$ cat src/rtl/mc_sequencer.sv
// Multi-cycle FETCH/DECODE/EXEC/MEM/WB sequencer sharing one memory port.
// Ports: decoded controls in, memory/ALU handshakes, datapath enables out, halted, retired count.
module mc_sequencer #(
  parameter int CNT_W = 32
) (
  input  logic             clk,
  input  logic             rst_n,
  input  logic             RegWrite,
  input  logic             MemRead,
  input  logic             MemWrite,
  input  logic             Branch,
  input  logic             Jump,
  input  logic             JumpReg,
  input  logic             is_syscall,
  input  logic             alu_multicycle,
  input  logic             alu_done,
  input  logic             alu_zero,
  input  logic             mem_ready,
  output logic             mem_req,
  output logic             mem_we,
  output logic             mem_addr_sel,
  output logic             ir_load,
  output logic             alu_start,
  output logic             reg_we,
  output logic             pc_load,
  output logic [1:0]       pc_src,
  output logic             halted,
  output logic [CNT_W-1:0] retired
);

  typedef enum logic [2:0] {
    START, FETCH, DECODE, EXEC, MEM, WB, HALT
  } state_t;

  state_t state;
  state_t nxt;

  logic rw_q;
  logic mr_q;
  logic mw_q;
  logic br_q;
  logic jp_q;
  logic jr_q;
  logic mc_q;
  logic zero_q;
  logic first_q;
  logic exec_end;

  // first_q marks the start cycle of EXEC; alu_done is ignored there.
  always_comb begin
    exec_end = (state == EXEC) &&
               (!mc_q || (!first_q && alu_done));
  end

  always_ff @(posedge clk or negedge rst_n) begin
    if (!rst_n) begin
      state   <= START;
      rw_q    <= 1'b0;
      mr_q    <= 1'b0;
      mw_q    <= 1'b0;
      br_q    <= 1'b0;
      jp_q    <= 1'b0;
      jr_q    <= 1'b0;
      mc_q    <= 1'b0;
      zero_q  <= 1'b0;
      first_q <= 1'b0;
      retired <= '0;
    end else begin
      state   <= nxt;
      first_q <= (state == DECODE);
      if (state == DECODE) begin
        rw_q <= RegWrite;
        mr_q <= MemRead;
        mw_q <= MemWrite;
        br_q <= Branch;
        jp_q <= Jump;
        jr_q <= JumpReg;
        mc_q <= alu_multicycle;
      end
      if (exec_end) begin
        zero_q <= alu_zero;
      end
      if (state == WB) begin
        retired <= retired + {{(CNT_W-1){1'b0}}, 1'b1};
      end
    end
  end

  always_comb begin
    nxt          = state;
    mem_req      = 1'b0;
    mem_we       = 1'b0;
    mem_addr_sel = 1'b0;
    ir_load      = 1'b0;
    alu_start    = 1'b0;
    reg_we       = 1'b0;
    pc_load      = 1'b0;
    pc_src       = 2'b00;
    halted       = 1'b0;
    case (state)
      START: begin
        nxt = FETCH;
      end
      FETCH: begin
        mem_req = 1'b1;
        if (mem_ready) begin
          ir_load = 1'b1;
          nxt     = DECODE;
        end
      end
      DECODE: begin
        nxt = is_syscall ? HALT : EXEC;
      end
      EXEC: begin
        alu_start = mc_q && first_q;
        if (exec_end) begin
          nxt = (mr_q || mw_q) ? MEM : WB;
        end
      end
      MEM: begin
        mem_req      = 1'b1;
        mem_addr_sel = 1'b1;
        mem_we       = mw_q;
        if (mem_ready) begin
          nxt = WB;
        end
      end
      WB: begin
        reg_we  = rw_q;
        pc_load = 1'b1;
        if (jr_q) begin
          pc_src = 2'b11;
        end else if (jp_q) begin
          pc_src = 2'b10;
        end else if (br_q && zero_q) begin
          pc_src = 2'b01;
        end
        nxt = FETCH;
      end
      HALT: begin
        halted = 1'b1;
      end
      default: begin
        nxt = START;
      end
    endcase
  end

endmodule

$ cat config.mk
export PLATFORM = sky130hd
export DESIGN_NAME = mc_sequencer
export DESIGN_NICKNAME = d
export VERILOG_FILES = /design/src/rtl/mc_sequencer.sv
export SDC_FILE = /design/constraint.sdc
export NUM_CORES = 1
export LEC_CHECK = 0
export BUFFER_PORTS_ARGS = -buffer_cell sky130_fd_sc_hd__buf_2
export CORE_UTILIZATION = 52
export CTS_CLUSTER_DIAMETER = 40
export DETAILED_ROUTE_END_ITERATION = 6
export GPL_ROUTABILITY_DRIVEN = 0
export PLACE_DENSITY = 0.85
export REMOVE_ABC_BUFFERS = 1
export SLEW_MARGIN = 20
export SYNTH_ARGS = -nofsm -noshare
export SYNTH_HDL_FRONTEND = slang
export SYNTH_SLANG_ARGS = --single-unit
$ cat constraint.sdc
create_clock -name clk -period 1.85 [get_ports clk]
set_input_delay 0.2775 -clock clk [delete_from_list [all_inputs] [get_ports clk]]
set_output_delay 0.2775 -clock clk [all_outputs]
set_load 0.05 [all_outputs]
==> metrics.cfg, run 1 <==
[critical_path]
r2r_slack_ns=0.26
crit_slowest_cell=dfrtp_1
path_max_fanout=11
path_common_cell=buf_4
reg2reg_to=retired[25]
worstPathCellList=buf_4 > or2b_1 > a21oi_1 > buf_4
worstReg2RegStart=retired[3]
cp_slowest_stage_delay_ns=0.42
worstSetupStartpointType=flip-flop
cp.arrival_ns=1.52
cp-startpoint=state[0]
critPathKind=reg2out
reg2reg_depth=4
required_ns=1.57
critPathCaptureType=output port

[timing]
setup-violations-final=0
tightest_slew_ns=0.542
relSlewSlack_pct=63.8
post-route-min-period_ns=1.80
period_share_pct=97.1
hold_viol=0
finalClockSkew_ns=0.00523
grt_setup_unrepaired=no
fmax_mhz=557
drv_slew=0

[finish]
drive_above_1_share_pct=33.5
diodes=0
syn2layout_area_growth_pct=22.3
fillers=287
fin_nets=268
stdcell_count=302
final_area_um2=2590

[placed_design]
postPlaceCellArea_um2=2480
dp_hpwl_um=3230
placed_cells=295
portBuffers=54

[die]
fp.dieW_um=65.8
initial_core_util_pct=56.2
die_h_um=65.8
pin_count=55
core_area_um2=3770
die_area_um2=4330
rows=22

[power]
ir_worst_vdd_v=0.000907
leakage_nw=1.32
powerDensity_nw_per_um2=1170

[synth]
post_synth.cell_area_avg_um2=11.3
yosys-top-cells-area=dfrtp_1 (52%), xnor2_1 (11%), nand4_1 (5.0%)
synth_top_area_share_pct=52.0
seq_area_frac_synth_pct=52.0
yosysWarnings=0
synthCells=188
ys_ff_latch=44
synth_cell_types=32
yosys.area.top_type=dfrtp_1
synthesis.area_um2=2120

[global_route]
antenna_found_initial=0
grt_usage_pct=23.8
grt_pass1_vias=1617
grt_max_degree=45
gr-total-overflow=0
grt_pass1_wl_um=7610

[clock_network]
cts_root_buf=clkbuf_8
clockBufferDepth=2
cts_sinks=44
cts_hold_buf=0
cts.repair.resized=0
cts_setup_buffers=0
clkTransAtPathRegs_ns=0.08
cts_tree=built
htree_levels=2
clkLatencyLatePin_ns=0.30
cts_buffers=5

[routing]
drtIter0Drc=63
via_per_inst=5.52
detail-route-antenna-nets=0
wirelength_um=4500
firstDrtPassIters=4
vias=1667
wire_per_inst_um=14.9
route.detailed.drc=0

[worst_hold_path]
min_path_type=in2async

[outcome]
status=finished, final reports clean

[job]
drv_cap=0

==> power by group <==
| part | switching [mW] | internal [mW] |
|---|---|---|
| logic | 0.712 | 0.373 |
| registers | 0.157 | 1.13 |
| clock network | 0.313 | 0.332 |
==> flip-flops by register name, indices dropped and copies added, names as in the netlist <==
signal   flops
retired     32
rw_q         1
jr_q         1
mc_q         1
first_q      1
br_q         1
zero_q       1
mw_q         1
mr_q         1
state        3
jp_q         1
==> per-stage QoR <==
step / hold slack (ns) / setup TNS, ns / setup slack [ns] / power, mW / util, %
2_1_floorplan: -0.0181 / -1.92 / -0.676 / 2.04 / -
3_3_place_gp: 0.382 / 0 / 0.275 / 2.32 / 65.8
3_5_place_dp: 0.385 / 0 / 0.230 / 2.37 / 65.8
4_1_cts: 0.0695 / 0 / 0.00880 / 3.01 / 68.3
5_1_grt: 0.105 / 0 / 0.00227 / 3.18 / 68.7
6_report: 0.0374 / 0 / 0.0539 / 3.02 / 68.7
==> critical path, delay by kind of cell (launching register included) <==
| family | cells | cell delay (ns) |
|---|---|---|
| AO/OA/AOI/OAI | 1 | 0.15 |
| buffers and inverters | 2 | 0.40 |
| AND/OR/NAND/NOR | 1 | 0.24 |
| flip-flops | 1 | 0.42 |
==> per-layer routing <==
metal	up-vias	share of wire, %	GRT usage, %	wire length, µm
met4	0	1.5	8.15	68
li1	795	-	-	-
met3	5	4.8	5.69	216
met1	812	44	30.5	1960
met5	-	0	0	0
met2	55	50	39.3	2250
==> kinds of logic after synthesis <==
kind of cell | Yosys count | synth area share (%)
adder cells (fa/ha/maj) | 1 | 0.591
AND/OR/NAND/NOR | 83 | 25.2
buffers and inverters | 10 | 2.54
AO/OA/AOI/OAI | 12 | 3.19
multiplexers | 7 | 3.72
XOR/XNOR | 31 | 12.8
flip-flops | 44 | 52.0
==> worst max path at each step <==
stage / end / slack (ns) / depth (start not counted)
2_1_floorplan: mem_we / -0.68 / 3
3_3_place_gp: retired[26] / 0.28 / 4
3_5_place_dp: retired[29] / 0.23 / 4
4_1_cts: mem_req / 0.009 / 4
5_1_grt: pc_src[1] / 0.002 / 4
6_report: mem_req / 0.05 / 4
==> synth_stat cells <==
cell type  instances
nand3_1           10
dfrtp_1           44
and2_1             8
nor2b_1            1
nor4_4             3
and4_1             2
or2b_1             1
nor4_1             1
xor2_1             5
buf_6              2
o21ai_0            5
a21oi_1            2
a31oi_1            3
inv_1              6
nand3b_4           1
nor3b_1            1
xnor2_1           26
buf_2              1
mux2_2             7
nand4_1           17
o22ai_1            1
nor3_1             5
nand2_1           10
and3b_1            1
nor2_1             9
nand3_2            1
and3_1             8
a21boi_0           1
nand2b_1           2
ha_1               1
clkinv_1           1
nor3_2             2
==> layout by cell type, fill, tap and decap left out, types with 3 or more instances in the layout <==
| cell type | n |
|---|---|
| clkbuf_8 | 7 |
| buf_2 | 51 |
| a31oi_1 | 3 |
| nor2_1 | 9 |
| nand2_1 | 10 |
| nor4_4 | 3 |
| buf_4 | 10 |
| and2_1 | 8 |
| xor2_1 | 5 |
| nand3_1 | 10 |
| mux2_2 | 7 |
| xnor2_1 | 26 |
| dfrtp_1 | 43 |
| o21ai_0 | 5 |
| and3_1 | 8 |
| inv_1 | 6 |
| nor3_1 | 5 |
| nand4_1 | 17 |
==> cell type report <==
cell class              count  area [µm²]  share of cell area, %
multi-input cells         134         968                   37.4
inverters                   7        26.3                   1.01
well taps                  48        60.1                   2.32
repair buffers             62         338                   13.0
clock buffers               7        96.3                   3.72
flip-flops and latches     44        1100                   42.5
Power figures use the tool's default switching activity.
==> run 2, diff against run 1 <==
Settings changed: RECOVER_POWER set to 100.
==> run 2 against run 1 <==
Against the previous run:
- count of clock-buffer cells in the layout unchanged
- sequential cell count unchanged
- cell area down 2.5%
- clock skew down 0.00079 ns
- non-clock buffer count stayed put
- sequential power is essentially flat
- power fell by 1.0%
- clock power barely moved
- global-route usage stayed put
- critical path depth unchanged
- largest cell class unchanged
- highest routed layer unchanged
==> metrics.cfg, run 2 (synthesized netlist as in run 1, its figures left out) <==
[placed_design]
placed_cells=295  ; unchanged
postPlaceCellArea_um2=2480  ; unchanged
dp_hpwl_um=3230  ; unchanged
pre_cts_slack_ns=0.230  ; unchanged
portBuffers=54  ; unchanged

[power]
leakage_nw=1.16  ; was 1.32 nW
powerDensity_nw_per_um2=1180  ; was 1170 nW/µm²
ir_worst_vdd_v=0.000914  ; was 0.000907 V
total_power_mw=2.99  ; was 3.02 mW

[critical_path]
cp_num_buf_inv=2  ; unchanged
cp.arrival_ns=1.51  ; was 1.52 ns
path_max_fanout=11  ; unchanged
path_depth=4  ; unchanged
crit_slowest_cell=dfrtp_1  ; unchanged
crit_family=flip-flops  ; unchanged
critPathCaptureType=output port  ; unchanged
worstSetupStartpointType=flip-flop  ; unchanged
worstPathCellList=buf_4 > or2b_1 > a21oi_1 > buf_4  ; unchanged
required_ns=1.57  ; about the same
cp_slowest_stage_delay_ns=0.42  ; about the same
reg2reg_depth=5  ; was 4
critPathKind=reg2out  ; unchanged
path_common_cell=buf_4  ; unchanged

[finish]
fin_nets=268  ; unchanged
regMostFlops=retired  ; unchanged
stdcell_count=302  ; unchanged
final_common_cell=dfrtp_1  ; was buf_2
layout_common_cells=dfrtp_1 (43), clkbuf_1 (34), xnor2_1 (26)  ; was buf_2 (51), dfrtp_1 (43), xnor2_1 (26)
multi_input_area_um2=955  ; was 968 µm²
diodes=0  ; unchanged
reg.largest.list=retired (32), state (3)  ; unchanged
seqCellArea_um2=1100  ; unchanged
drive_above_1_share_pct=19.7  ; was 33.5%
final_area_um2=2530  ; was 2590 µm²
fillers=310  ; was 287
largest_reg_flops=32  ; unchanged
syn2layout_area_growth_pct=19.3  ; was 22.3%

[routing]
highest_layer=met4  ; unchanged
vias=1661  ; was 1667
wire_per_inst_um=15.0  ; was 14.9 µm
drtIter0Drc=68  ; was 63
dr_wl_met3_um=209  ; was 216 µm
drt-met1-wl_um=1950  ; was 1960 µm
detail-route-antenna-nets=0  ; unchanged
wl_met2_um=2290  ; was 2250 µm
firstDrtPassIters=4  ; unchanged
via_per_inst=5.50  ; was 5.52
wirelength_um=4530  ; was 4500 µm
route.detailed.drc=0  ; unchanged

[timing]
relSlewSlack_pct=29.6  ; was 63.8%
drv_slew=0  ; unchanged
fmax_mhz=558  ; was 557 MHz
tightest_slew_ns=1.06  ; was 0.542 ns
period_share_pct=96.8  ; was 97.1%
hold_viol=0  ; unchanged
grt_setup_unrepaired=no  ; unchanged
finalClockSkew_ns=0.00444  ; was 0.00523 ns
setup_tns_ns=0  ; unchanged
post-route-min-period_ns=1.79  ; was 1.80 ns
setup_slack_ns=0.0593  ; was 0.0539 ns
setup-violations-final=0  ; unchanged

[worst_hold_path]
hold_depth=3
min_path_type=in2reg  ; was in2async

[die]
rows=22  ; unchanged
fp.dieW_um=65.8  ; unchanged
pin_count=55  ; unchanged
die_h_um=65.8  ; unchanged
core_area_um2=3770  ; unchanged
die_area_um2=4330  ; unchanged
initial_core_util_pct=56.2  ; unchanged

[clock_network]
cts_hold_buf=0  ; unchanged
clockBufferDepth=2  ; unchanged
clkTransAtPathRegs_ns=0.08  ; about the same
cts_sinks=44  ; unchanged
cts_root_buf=clkbuf_8  ; unchanged
cts_tree=built  ; unchanged
cts_buffers=5  ; unchanged
htree_levels=2  ; unchanged
clkLatencyLatePin_ns=0.30  ; about the same

[job]
drv_cap=0  ; unchanged

[global_route]
grt_max_degree=45  ; unchanged
grt_pass1_vias=1617  ; unchanged
grt_usage_pct=23.8  ; unchanged
antenna_found_initial=0  ; unchanged
gr-total-overflow=0  ; unchanged
grt_pass1_wl_um=7610  ; unchanged

[outcome]
status=finished, final reports clean  ; unchanged

==> run 2: cell types whose count changed in the layout (fill, tap and decap cells not counted), sizes merged <==
| cell | change |
|---|---|
| clkbuf | +40 |
| buf | -40 |
==> run 2: repair_timing <==
action	4_1_cts	5_1_grt
setup buffers	0	0
gates resized for setup	0	7
endpoints found under the setup margin	0	8
==> run 2: worst min-delay path, stage by stage <==
cell and delay (ns):
buf_2 0.07, nand2_1 0.03, o21ai_0 0.07
==> run 2: metrics by stage <==
stage	utilization (%)	hold slack (ns)
after floorplan	-	-0.0181
after global placement	65.8	0.382
after detailed placement	65.8	0.385
after CTS	68.3	0.0695
after global routing	67.0	0.212
final	67.0	0.197
==> run 2: final cells by class <==
cell class                      count  area share [%]
Timing Repair Buffer               62            11.4
Tap cell                           48            2.38
Clock buffer                        7            3.81
Inverter                            7            1.04
Sequential cell                    44            43.6
Multi-Input combinational cell    134            37.8
==> run 2: power breakdown <==
| part | switching, mW | internal [mW] |
|---|---|---|
| clock | 0.313 | 0.333 |
| sequential | 0.159 | 1.13 |
| combinational | 0.706 | 0.346 |
| total | 1.18 | 1.81 |
==> run 2: routing by layer <==
metal	GRT usage, %	vias up
li1	-	796
met1	30.5	814
met2	39.3	45
met3	5.69	6
met4	8.15	0
met5	0	-
==> run 2: path summary, 6_finish.rpt <==
kind / from / end / slack [ns]
max: state[0] / mem_req / 0.06
min: Jump / jp_q / 0.20
max reg2reg: state[1] / mw_q / 0.14
min in group asynchronous: rst_n / first_q / 0.24
max in group asynchronous: rst_n / state[2] / 0.90
min reg2reg: retired[31] / retired[31] / 0.48
==> run 3, diff against run 2 <==
Settings changed: CORE_MARGIN set to 2.
==> run 3 against run 2 <==
Against the previous run:
- register-to-register slack improved by 0.02 ns
- critical endpoint unchanged
- first-iteration DRC count rose by 44%
- clock skew is 0.0034 ns higher
==> metrics.cfg, run 3 (synthesized netlist as in run 1, its figures left out) <==
[critical_path]
cp.arrival_ns=1.50  ; was 1.51 ns
critPathKind=reg2out  ; unchanged
required_ns=1.57  ; about the same
crit_slowest_cell=dfrtp_1  ; unchanged
critPathCaptureType=output port  ; unchanged
worstPathCellList=buf_4 > or2b_1 > a21oi_2 > buf_6  ; was buf_4 > or2b_1 > a21oi_1 > buf_4
cp_slowest_stage_delay_ns=0.42  ; about the same
worstSetupStartpointType=flip-flop  ; unchanged
path_max_fanout=11  ; unchanged

[finish]
regMostFlops=retired  ; unchanged
syn2layout_area_growth_pct=21.3  ; was 19.3%
multi_input_area_um2=972  ; was 955 µm²
diodes=0  ; unchanged
fin_nets=267  ; was 268
drive_above_1_share_pct=20.9  ; was 19.7%
final_area_um2=2570  ; was 2530 µm²
stdcell_count=304  ; was 302
final_common_cell=dfrtp_1  ; unchanged
seqCellArea_um2=1100  ; unchanged
largest_reg_flops=32  ; unchanged
fillers=321  ; was 310
layout_common_cells=dfrtp_1 (43), clkbuf_1 (33), xnor2_1 (26)  ; was dfrtp_1 (43), clkbuf_1 (34), xnor2_1 (26)
reg.largest.list=retired (32), state (3)  ; unchanged
post-route-util_pct=64.7  ; was 67.0%

[power]
leakage_nw=1.18  ; was 1.16 nW
ir_worst_vdd_v=0.000679  ; was 0.000914 V
powerDensity_nw_per_um2=1210  ; was 1180 nW/µm²
total_power_mw=3.10  ; was 2.99 mW

[timing]
relSlewSlack_pct=28.9  ; was 29.6%
post-route-min-period_ns=1.78  ; was 1.79 ns
drv_slew=0  ; unchanged
period_share_pct=96.1  ; was 96.8%
finalClockSkew_ns=0.00786  ; was 0.00444 ns
grt_setup_unrepaired=no  ; unchanged
hold_viol=0  ; unchanged
whs_ns=0.201  ; was 0.197 ns
tightest_slew_ns=1.07  ; was 1.06 ns
setup-violations-final=0  ; unchanged
fmax_mhz=563  ; was 558 MHz

[placed_design]
portBuffers=54  ; unchanged
dp_hpwl_um=3200  ; was 3230 µm
placed_cells=296  ; was 295
postPlaceCellArea_um2=2480  ; about the same

[routing]
vias=1658  ; was 1661
wire_per_inst_um=14.7  ; was 15.0 µm
wirelength_um=4460  ; was 4530 µm
detail-route-antenna-nets=0  ; unchanged
via_per_inst=5.45  ; was 5.50
drtIter0Drc=98  ; was 68
route.detailed.drc=0  ; unchanged
firstDrtPassIters=4  ; unchanged

[clock_network]
cts_buffers=5  ; unchanged
clkLatencyLatePin_ns=0.30  ; about the same
htree_levels=2  ; unchanged
cts_sinks=44  ; unchanged
cts_setup_buffers=0  ; unchanged
cts_tree=built  ; unchanged
clkTransAtPathRegs_ns=0.09  ; was 0.08 ns
clockBufferDepth=2  ; unchanged
cts_root_buf=clkbuf_8  ; unchanged

[worst_hold_path]
min_path_type=in2reg  ; unchanged

[die]
fp.dieW_um=67.8  ; was 65.8 µm
core_area_um2=3970  ; was 3770 µm²
pin_count=55  ; unchanged
die_area_um2=4600  ; was 4330 µm²
die_h_um=67.8  ; was 65.8 µm
rows=23  ; was 22
initial_core_util_pct=53.3  ; was 56.2%

[global_route]
grt_max_degree=45  ; unchanged
antenna_found_initial=0  ; unchanged
grt_pass1_wl_um=6960  ; was 7610 µm
gr-total-overflow=0  ; unchanged
grt_usage_pct=20.6  ; was 23.8%
grt_pass1_vias=1502  ; was 1617

[job]
drv_cap=0  ; unchanged

[outcome]
status=finished, final reports clean  ; unchanged

==> run 3: changes by cell type in the layout (fill, tap and decap cells not counted), sizes merged <==
cell / previous run / this run
clkinvlp: 0 / 1
buf: 21 / 20
bufinv: 0 / 1
clkbuf: 48 / 46
inv: 6 / 7
==> run 3: timing repair <==
| action | CTS | global route |
|---|---|---|
| gates resized for setup | 2 | 8 |
| hold buffers | 0 | 0 |
| endpoints found under the setup margin | 2 | 7 |
==> run 3: cell type report <==
cell class	count	area share (%)
timing repair buffer	61	11.3
clock inverter	3	1.80
inverter	7	1.02
clock buffer	5	2.68
sequential	44	42.9
tap	50	2.44
multi-input combinational	134	37.8
==> run 3: path summary, 6_finish.rpt <==
kind	cells past startpoint	endpoint	startpoint	slack (ns)
setup reg to reg	5	mr_q	state[1]	0.16
hold reg to reg	1	retired[31]	retired[31]	0.50
min in group asynchronous	2	mr_q	rst_n	0.25
hold / removal	3	jp_q	Jump	0.20
setup / recovery	4	mem_req	state[0]	0.07
max in group asynchronous	2	state[2]	rst_n	0.89
==> run 3: power by group <==
part / switching [mW] / leakage (nW) / internal [mW] / total, mW
Sequential: 0.151 / 0.586 / 1.13 / 1.28
Combinational: 0.713 / 0.537 / 0.359 / 1.07
Clock: 0.342 / 0.0548 / 0.407 / 0.749
==> run 3: metal layers <==
metal	track usage, %	part of all wire (%)
met5	0	0
met4	6.75	1.5
met3	4.93	4.1
met2	32.6	48
met1	27.9	46
==> run 3: per-stage QoR <==
step                      setup slack (ns)  setup TNS [ns]
final                               0.0730               0
after global routing                0.0132               0
after CTS                           0.0147               0
after detailed placement             0.183               0
after global placement               0.234               0
after floorplan                     -0.676           -1.92
==> run 3: worst max-delay path: cells and delay by family, from the launching register on <==
| family | cells | cell delay [ns] |
|---|---|---|
| DFF | 1 | 0.42 |
| buffers and inverters | 2 | 0.36 |
| and+or+nand+nor | 1 | 0.27 |
| AOI/OAI and AO/OA | 1 | 0.16 |
